===== src/rtl/video_text_writer.sv =====
// Byte-stream to video-memory cell writer: cursor tracking, ESC 'Y' row/col moves and full-screen clear.
// Optional auto-wrap at end of line is enabled by defining VIDEO_TEXT_WRITER_WRAP_EN.
`ifndef TEXTCOLS_CHAR
`define TEXTCOLS_CHAR 40
`endif
`ifndef TEXTROWS_CHAR
`define TEXTROWS_CHAR 25
`endif
`ifndef TEXTCOLS_RANGE
`define TEXTCOLS_RANGE 5:0
`endif
`ifndef TEXTROWS_RANGE
`define TEXTROWS_RANGE 4:0
`endif
`ifndef CHARATTR_RANGE
`define CHARATTR_RANGE 15:0
`endif
`ifndef CHARATTR_INDEX
`define CHARATTR_INDEX 7:0
`endif

module video_text_writer #(
  parameter logic [7:0] CLEAR_CHAR = 8'h20,
  parameter logic [7:0] ESC_BASE   = 8'h20
) (
  input  logic                   clk,
  input  logic                   reset,
  input  logic                   in_valid,
  input  logic [7:0]             in_data,
  output logic                   in_ready,
  input  logic [`CHARATTR_RANGE] attr,
  output logic                   busy,
  output logic                   write,
  output logic [`TEXTCOLS_RANGE] xtextwrite,
  output logic [`TEXTROWS_RANGE] ytextwrite,
  output logic [`CHARATTR_RANGE] value,
  output logic [`TEXTCOLS_RANGE] cur_x,
  output logic [`TEXTROWS_RANGE] cur_y
);
  typedef logic [`TEXTCOLS_RANGE] col_t;
  typedef logic [`TEXTROWS_RANGE] row_t;
  typedef logic [`CHARATTR_RANGE] cell_t;

  localparam logic [2:0] IDLE    = 3'd0;
  localparam logic [2:0] ESC     = 3'd1;
  localparam logic [2:0] ESC_ROW = 3'd2;
  localparam logic [2:0] ESC_COL = 3'd3;
  localparam logic [2:0] CLEAR   = 3'd4;

  localparam col_t       COL_LAST = col_t'(`TEXTCOLS_CHAR - 1);
  localparam row_t       ROW_LAST = row_t'(`TEXTROWS_CHAR - 1);
  localparam logic [7:0] COL_MAX8 = 8'(`TEXTCOLS_CHAR - 1);
  localparam logic [7:0] ROW_MAX8 = 8'(`TEXTROWS_CHAR - 1);

  logic [2:0] state_reg, state_next;
  logic       ready_reg, ready_next;
  logic       busy_reg, busy_next;
  logic       write_reg, write_next;
  col_t       xw_reg, xw_next, cx_reg, cx_next;
  row_t       yw_reg, yw_next, cy_reg, cy_next, esc_row_reg, esc_row_next;
  cell_t      value_reg, value_next;
  logic       accept;
  logic [7:0] esc_off;

  function automatic cell_t make_cell(input cell_t a, input logic [7:0] idx);
    cell_t c;
    c = a;
    c[`CHARATTR_INDEX] = idx;
    return c;
  endfunction

  function automatic row_t row_inc(input row_t r);
    return (r == ROW_LAST) ? '0 : r + row_t'(1);
  endfunction

  assign accept  = in_valid && ready_reg;
  assign esc_off = in_data - ESC_BASE;

  always_comb begin
    state_next   = state_reg;
    write_next   = 1'b0;
    xw_next      = xw_reg;
    yw_next      = yw_reg;
    value_next   = value_reg;
    cx_next      = cx_reg;
    cy_next      = cy_reg;
    esc_row_next = esc_row_reg;
    case (state_reg)
      IDLE: if (accept) begin
        if (in_data >= 8'h20) begin
          write_next = 1'b1;
          xw_next    = cx_reg;
          yw_next    = cy_reg;
          value_next = make_cell(attr, in_data);
          if (cx_reg != COL_LAST) begin
            cx_next = cx_reg + col_t'(1);
          end else begin
`ifdef VIDEO_TEXT_WRITER_WRAP_EN
            cx_next = '0;
            cy_next = row_inc(cy_reg);
`endif
          end
        end else begin
          case (in_data)
            8'h08: if (cx_reg != '0) cx_next = cx_reg - col_t'(1);
            8'h0D: cx_next = '0;
            8'h0A: cy_next = row_inc(cy_reg);
            8'h0C: begin
              // First clear cell goes out on the accepting edge; attr is captured once here.
              state_next = CLEAR;
              write_next = 1'b1;
              xw_next    = '0;
              yw_next    = '0;
              value_next = make_cell(attr, CLEAR_CHAR);
            end
            8'h1B: state_next = ESC;
            default: ;
          endcase
        end
      end
      ESC: if (accept) state_next = (in_data == 8'h59) ? ESC_ROW : IDLE;
      ESC_ROW: if (accept) begin
        if (in_data < ESC_BASE)       esc_row_next = '0;
        else if (esc_off > ROW_MAX8)  esc_row_next = ROW_LAST;
        else                          esc_row_next = row_t'(esc_off);
        state_next = ESC_COL;
      end
      ESC_COL: if (accept) begin
        if (in_data < ESC_BASE)       cx_next = '0;
        else if (esc_off > COL_MAX8)  cx_next = COL_LAST;
        else                          cx_next = col_t'(esc_off);
        cy_next    = esc_row_reg;
        state_next = IDLE;
      end
      CLEAR: begin
        if (xw_reg == COL_LAST && yw_reg == ROW_LAST) begin
          state_next = IDLE;
          cx_next    = '0;
          cy_next    = '0;
        end else begin
          write_next = 1'b1;
          if (xw_reg == COL_LAST) begin
            xw_next = '0;
            yw_next = yw_reg + row_t'(1);
          end else begin
            xw_next = xw_reg + col_t'(1);
          end
        end
      end
      default: state_next = IDLE;
    endcase
    busy_next  = (state_next == CLEAR);
    ready_next = (state_next != CLEAR);
  end

  always_ff @(posedge clk or negedge reset) begin
    if (!reset) begin
      state_reg   <= IDLE;
      ready_reg   <= 1'b0;
      busy_reg    <= 1'b0;
      write_reg   <= 1'b0;
      xw_reg      <= '0;
      yw_reg      <= '0;
      value_reg   <= '0;
      cx_reg      <= '0;
      cy_reg      <= '0;
      esc_row_reg <= '0;
    end else begin
      state_reg   <= state_next;
      ready_reg   <= ready_next;
      busy_reg    <= busy_next;
      write_reg   <= write_next;
      xw_reg      <= xw_next;
      yw_reg      <= yw_next;
      value_reg   <= value_next;
      cx_reg      <= cx_next;
      cy_reg      <= cy_next;
      esc_row_reg <= esc_row_next;
    end
  end

  assign in_ready   = ready_reg;
  assign busy       = busy_reg;
  assign write      = write_reg;
  assign xtextwrite = xw_reg;
  assign ytextwrite = yw_reg;
  assign value      = value_reg;
  assign cur_x      = cx_reg;
  assign cur_y      = cy_reg;
endmodule


===== config.mk =====
export PLATFORM = sky130hd
export DESIGN_NAME = video_text_writer
export DESIGN_NICKNAME = d
export VERILOG_FILES = /design/src/rtl/video_text_writer.sv
export SDC_FILE = /design/constraint.sdc
export NUM_CORES = 1
export LEC_CHECK = 0
export CAP_MARGIN = 20
export CORE_ASPECT_RATIO = 0.5
export CORE_MARGIN = 2
export CORE_UTILIZATION = 30
export CTS_CLUSTER_SIZE = 30
export DETAILED_ROUTE_END_ITERATION = 12
export DONT_BUFFER_PORTS = 1
export SLEW_MARGIN = 20
export SYNTH_ARGS = -nofsm -noshare
export SYNTH_HDL_FRONTEND = slang
export SYNTH_SLANG_ARGS = --single-unit

===== constraint.sdc =====
create_clock -name clk -period 3.4 [get_ports clk]
set_input_delay 0.68 -clock clk [delete_from_list [all_inputs] [get_ports clk]]
set_output_delay 0.68 -clock clk [all_outputs]
set_load 0.05 [all_outputs]

### Word level (Yosys, flattened, before mapping)

Cells that the tools add are included.

| operators by class | value |
|---|---|
| mux-type cells | 47 |
| add/subtract/negate cells | 6 |
| reduce and logical (&&, ||, !) cells | 13 |
| equality and inequality tests | 27 |
| $lt $le $gt $ge | 4 |

Operator list:

| kind | number |
|---|---|
| $mux 6 | 13 |
| $mux 5 | 13 |
| $eq 8x4->1 const B | 4 |
| $mux 16 | 2 |
| $pmux 6 s2 | 2 |
| $mux 3 | 6 |
| $pmux 6 s3 | 1 |
| $pmux 3 s5 | 1 |
| $pmux 5 s3 | 1 |
| $add 6x1->6 const B | 2 |
| $ne 2x2->1 const B | 6 |
| $add 5x1->5 const B | 2 |
| $eq 5x5->1 const B | 2 |
| $pmux 5 s2 | 1 |
| $eq 8x5->1 const B | 1 |
| $eq 8x7->1 const B | 1 |
| $ge 8x6->1 const B | 1 |
| $gt 8x5->1 const B | 1 |
| $gt 8x6->1 const B | 1 |
| $lt 8x6->1 const B | 1 |
| $sub 8x6->8 const B | 1 |
| $reduce_and 7->1 | 1 |
| $eq 3x2->1 const B | 2 |
| $eq 3x3->1 const B | 2 |
| 23 further kinds | 29 |

| storage, ports and cells | value |
|---|---|
| register bits after elaboration | 49 |
| bits of input ports | 27 |

### Logic depth before layout (Yosys ltp)

| logic depth | value |
|---|---|
| depth after elaboration | 6 |
| depth in mapped cells | 9 |
| gate-level depth less buffers | 8 |

### Least setup slack after synthesis

No wires, ideal clock.

| path | value |
|---|---|
| path type | input port to flip-flop |
| start | in in_data[6] |
| end | reg yw_reg[2], in the netlist ytextwrite[2] |
| setup time | 121 ps |
| arrival time | 2197 ps |
| required time | 3279 ps |
| buffers on the path | 0 |
| slack | 1082 ps |
| stages on the path | 8 |
| cells stage by stage | inv_1 > ha_1 > or4b_4 > o221ai_4 > a21oi_2 > a21oi_4 > o21ai_1 > a22o_1 |

| between the ends | value |
|---|---|
| cells in the longest elaborated chain, start to end | 4 |
| elaborated cells between the ends (all ways) | 7 |
| those cells by class | order compare: 1; eq/ne: 2; mux: 3; reduce/logical: 1 |

Ends and longest elaborated chain:

| element | RTL line | source |
|---|---|---|
| start: declaration | 29 | `input logic [7:0] in_data,` |
| $ge 8x6->1 | 90 | `if (in_data >= 8'h20) begin` |
| $mux 5 | 90 |  |
| $mux 5 | 89 | `IDLE: if (accept) begin` |
| $pmux 5 s2 | 88 | `case (state_reg)` |
| end signal: assignment | 174 | `yw_reg <= yw_next;` |
| end: declaration | 60 | `row_t yw_reg, yw_next, cy_reg, cy_next, esc_row_reg, esc_row_next;` |

Several ways; a longest one is shown, not always the timed one. The select of a mux whose other input is x is not followed.
A chain may end at the register's enable or synchronous reset.

### Worst setup path after layout

| path | value |
|---|---|
| start | in in_data[6] |
| end | reg cx_reg[2], in the netlist cur_x[2] |

| between the ends | value |
|---|---|
| cells in the longest elaborated chain, start to end | 6 |
| elaborated cells between the ends (all ways) | 17 |
| those cells by class | add/sub: 1; order compare: 3; eq/ne: 5; mux: 7; reduce/logical: 1 |

Ends and longest elaborated chain:

| element | RTL line | source |
|---|---|---|
| $sub 8x6->8 | 77 | `assign esc_off = in_data - ESC_BASE;` |
| $gt 8x6->1 | 130 | `else if (esc_off > COL_MAX8) cx_next = COL_LAST;` |
| $mux 6 | 130 |  |
| $mux 6 | 129 | `if (in_data < ESC_BASE) cx_next = '0;` |
| $mux 6 | 128 | `ESC_COL: if (accept) begin` |
| $pmux 6 s3 | 88 |  |
| end signal: assignment | 176 | `cx_reg <= cx_next;` |
| end: declaration | 59 | `col_t xw_reg, xw_next, cx_reg, cx_next;` |

Several ways; a longest one is shown, not always the timed one. The select of a mux whose other input is x is not followed.

==> impl_metrics.sql <==
INSERT INTO impl_metrics (metric_group, metric, value, unit) VALUES
('status', 'run_status', 'finished, final reports clean', ''),
('timing', 'final_max_slew_viol_count', '0', ''),
('logic_synthesis', 'synth_top_flop_cell', 'dfrtp_1', ''),
('logic_synthesis', 'post-synth-top-area-fraction', '41.7', '%'),
('run', 'cap_violations', '0', ''),
('worst_setup_path', 'crit_fanout', '12', ''),
('cts', 'postCtsHoldBufs', '0', ''),
('worst_setup_path', 'worst-endpoint-required', '3.61', 'ns'),
('timing', 'post-route-min-period', '2.61', 'ns'),
('drt', 'drt_iter0_drc', '157', ''),
('cts', 'cts.htree.levels', '2', ''),
('timing', 'maxSlewHeadroom', '35.9', '%'),
('global_route', 'grt_first_pass_wirelength', '12000', 'um'),
('power_and_ir_drop', 'power.density', '762', 'nW/um2'),
('placement', 'place.gp.congestion', '0.814', ''),
('placement', 'hpwl_detailed', '5120', 'um'),
('floorplan', 'core_region_area', '9480', 'um2'),
('drt', 'drc', '0', ''),
('placement', 'dpl_cell_area', '3060', 'um2'),
('logic_synthesis', 'cell_type_with_the_largest_total_area_after_synthesis', 'dfrtp_1', ''),
('cts', 'cts_tree', 'done', ''),
('logic_synthesis', 'xor_xnor_cell_area_share_of_the_yosys_netlist', '0.596', '%'),
('floorplan', 'core.rowCount', '25', ''),
('power_and_ir_drop', 'vdd.ir_drop.worst', '0.212', 'mV'),
('drt', 'antenna_violating_nets_post_route', '0', ''),
('cts', 'clk-insertion-delay-late', '0.29', 'ns'),
('logic_synthesis', 'synth-seq-area-share', '41.7', '%'),
('layout', 'multi_input_area', '1560', 'um2'),
('floorplan', 'die_x', '144', 'um'),
('drt', 'wl_per_cell', '16.2', 'um'),
('logic_synthesis', 'synth-simple-area-share', '21.2', '%'),
('cts', 'cts_made_buffers', '5', ''),
('floorplan', 'design.portCount', '68', ''),
('global_route', 'track_usage', '14.5', '%'),
('timing', 'fin_skew', '0.00608', 'ns'),
('logic_synthesis', 'synth_top_cells_by_count', 'dfrtp_1, o21ai_0, a21oi_1', ''),
('layout', 'fillCellCount', '972', ''),
('timing', 'maxClockFrequency', '383', 'MHz'),
('layout', 'post-route-cell-area', '3200', 'um2'),
('logic_synthesis', 'ys_ff_latch', '49', ''),
('layout', 'antenna_cells', '0', ''),
('global_route', 'grt_max_degree', '50', ''),
('logic_synthesis', 'largest_family_of_logic_cells_by_synthesized_area', 'compound AO/OA/AOI/OAI gates', ''),
('logic_synthesis', 'netlist-cell-type-count', '59', ''),
('logic_synthesis', 'post_synth_fa_ha_maj_area_fraction', '4.26', '%'),
('logic_synthesis', 'cell_area_after_technology_mapping', '2940', 'um2'),
('cts', 'clock_tree.buffer_depth', '2', ''),
('floorplan', 'floorplan.die.height', '74.0', 'um'),
('drt', 'route.vias.total', '2394', ''),
('timing', 'setup_viol_count_final', '0', ''),
('logic_synthesis', 'synthArstFlopShare', '100', '%'),
('timing', 'period_share', '76.7', '%'),
('global_route', 'antenna_violations_before_repair', '0', ''),
('worst_setup_path', 'crit_type', 'input pin to flop', ''),
('layout', 'num-nets-final', '353', ''),
('cts', 'clock_edge_transition_at_the_registers_on_the_reported_setup_and_hold_paths', '0.07', 'ns'),
('worst_setup_path', 'critical_path.endpoint_type', 'flop', ''),
('drt', 'vias_per_cell', '5.30', ''),
('logic_synthesis', 'edff_count_synth', '0', ''),
('logic_synthesis', 'synth-compound-area-share', '23.6', '%'),
('min_path', 'hold_path.class', 'input pin to async pin', ''),
('layout', 'largest_register_ffs', '16', ''),
('logic_synthesis', 'synth_area_leaders', 'dfrtp_1, o21ai_0, a21oi_1', ''),
('cts', 'cts.root.buffer_cell', 'clkbuf_16', ''),
('timing', 'max_slew.worst_pin.slew', '0.962', 'ns'),
('logic_synthesis', 'post-synth-top-count-cell', 'dfrtp_1', ''),
('global_route', 'globalRoute.totalOverflow', '0', ''),
('logic_synthesis', 'muxShareOfSynthArea', '3.45', '%'),
('layout', 'post_route_cells_drive_above_1_share', '11.0', '%'),
('timing', 'grt_setup_unrepaired', 'false', ''),
('logic_synthesis', 'number_of_cells_produced_by_synthesis', '321', '');
==> logic make-up after synthesis <==
logic type               count (synthesis)
multiplexers                             9
buffers and inverters                   32
AND/OR/NAND/NOR                        114
XOR/XNOR                                 2
AO/OA/AOI/OAI                          105
flip-flops                              49
adder cells (fa/ha/maj)                 10
==> area by class of cell <==
type	count	area share, %
clock buffer	7	4.15
timing repair buffer	7	1.64
multi-input combinational	240	48.8
inverter	13	1.53
clock inverter	1	0.235
sequential	49	38.3
tap	135	5.28
==> path summary, 6_finish.rpt <==
path | to | slack (ns) | depth (start not counted)
worst max-delay path | cur_x[2] | 0.79 | 7
worst min-delay path | cur_x[1] | 0.08 | 0
worst max register to register | ytextwrite[4] | 0.89 | 7
worst min register to register | esc_row_reg[4] | 0.49 | 2
max in group asynchronous | ytextwrite[0] | 3.21 | 0
min in group clk | esc_row_reg[4] | 0.49 | 2
==> critical path, stage by stage <==
cell	delay [ns]
inv_1	0.13
ha_1	0.18
nor4b_1	0.51
a21oi_1	0.44
o211ai_2	0.57
o21ai_0	0.18
o21ai_1	0.13
==> power by group <==
| group | internal [uW] | total (uW) | switching [uW] |
|---|---|---|---|
| Sequential | 708 | 1310 | 602 |
| Clock | 274 | 484 | 211 |
| Combinational | 258 | 643 | 385 |
==> cells in the final DEF, fill, tap and decap left out, types with 9 or more instances in the layout <==
master,netlist,final
nand3_1,12,12
inv_1,13,13
mux2_2,9,9
dfrtp_1,49,49
nor3_1,14,14
ha_1,10,10
a21oi_1,28,28
o21ai_0,31,31
nor2_1,19,19
nand2_1,25,25
==> metrics by stage <==
| stage | total power (uW) | instances | hold WS, ns | utilization, % | setup slack [ns] |
|---|---|---|---|---|---|
| floorplan | 1790 | 321 | 0.384 | - | 1.08 |
| global placement | 1960 | 444 | 0.385 | 32.3 | 0.567 |
| detailed placement | 1960 | 444 | 0.386 | 32.3 | 0.591 |
| CTS | 2460 | 452 | 0.0696 | 33.8 | 0.859 |
| global route | 2600 | 452 | 0.0640 | 33.8 | 0.630 |
| finish | 2440 | 452 | 0.0772 | 33.8 | 0.791 |
==> metal layers <==
metal | global-route usage, % | share of wire [%] | up-vias
li1 | - | - | 1177
met4 | 3.38 | 0.70 | 0
met5 | 0 | 0 | -
met3 | 4.38 | 5.7 | 6
met1 | 19.6 | 48 | 1171
met2 | 23.2 | 46 | 40
(Power assumes the default switching activity.)
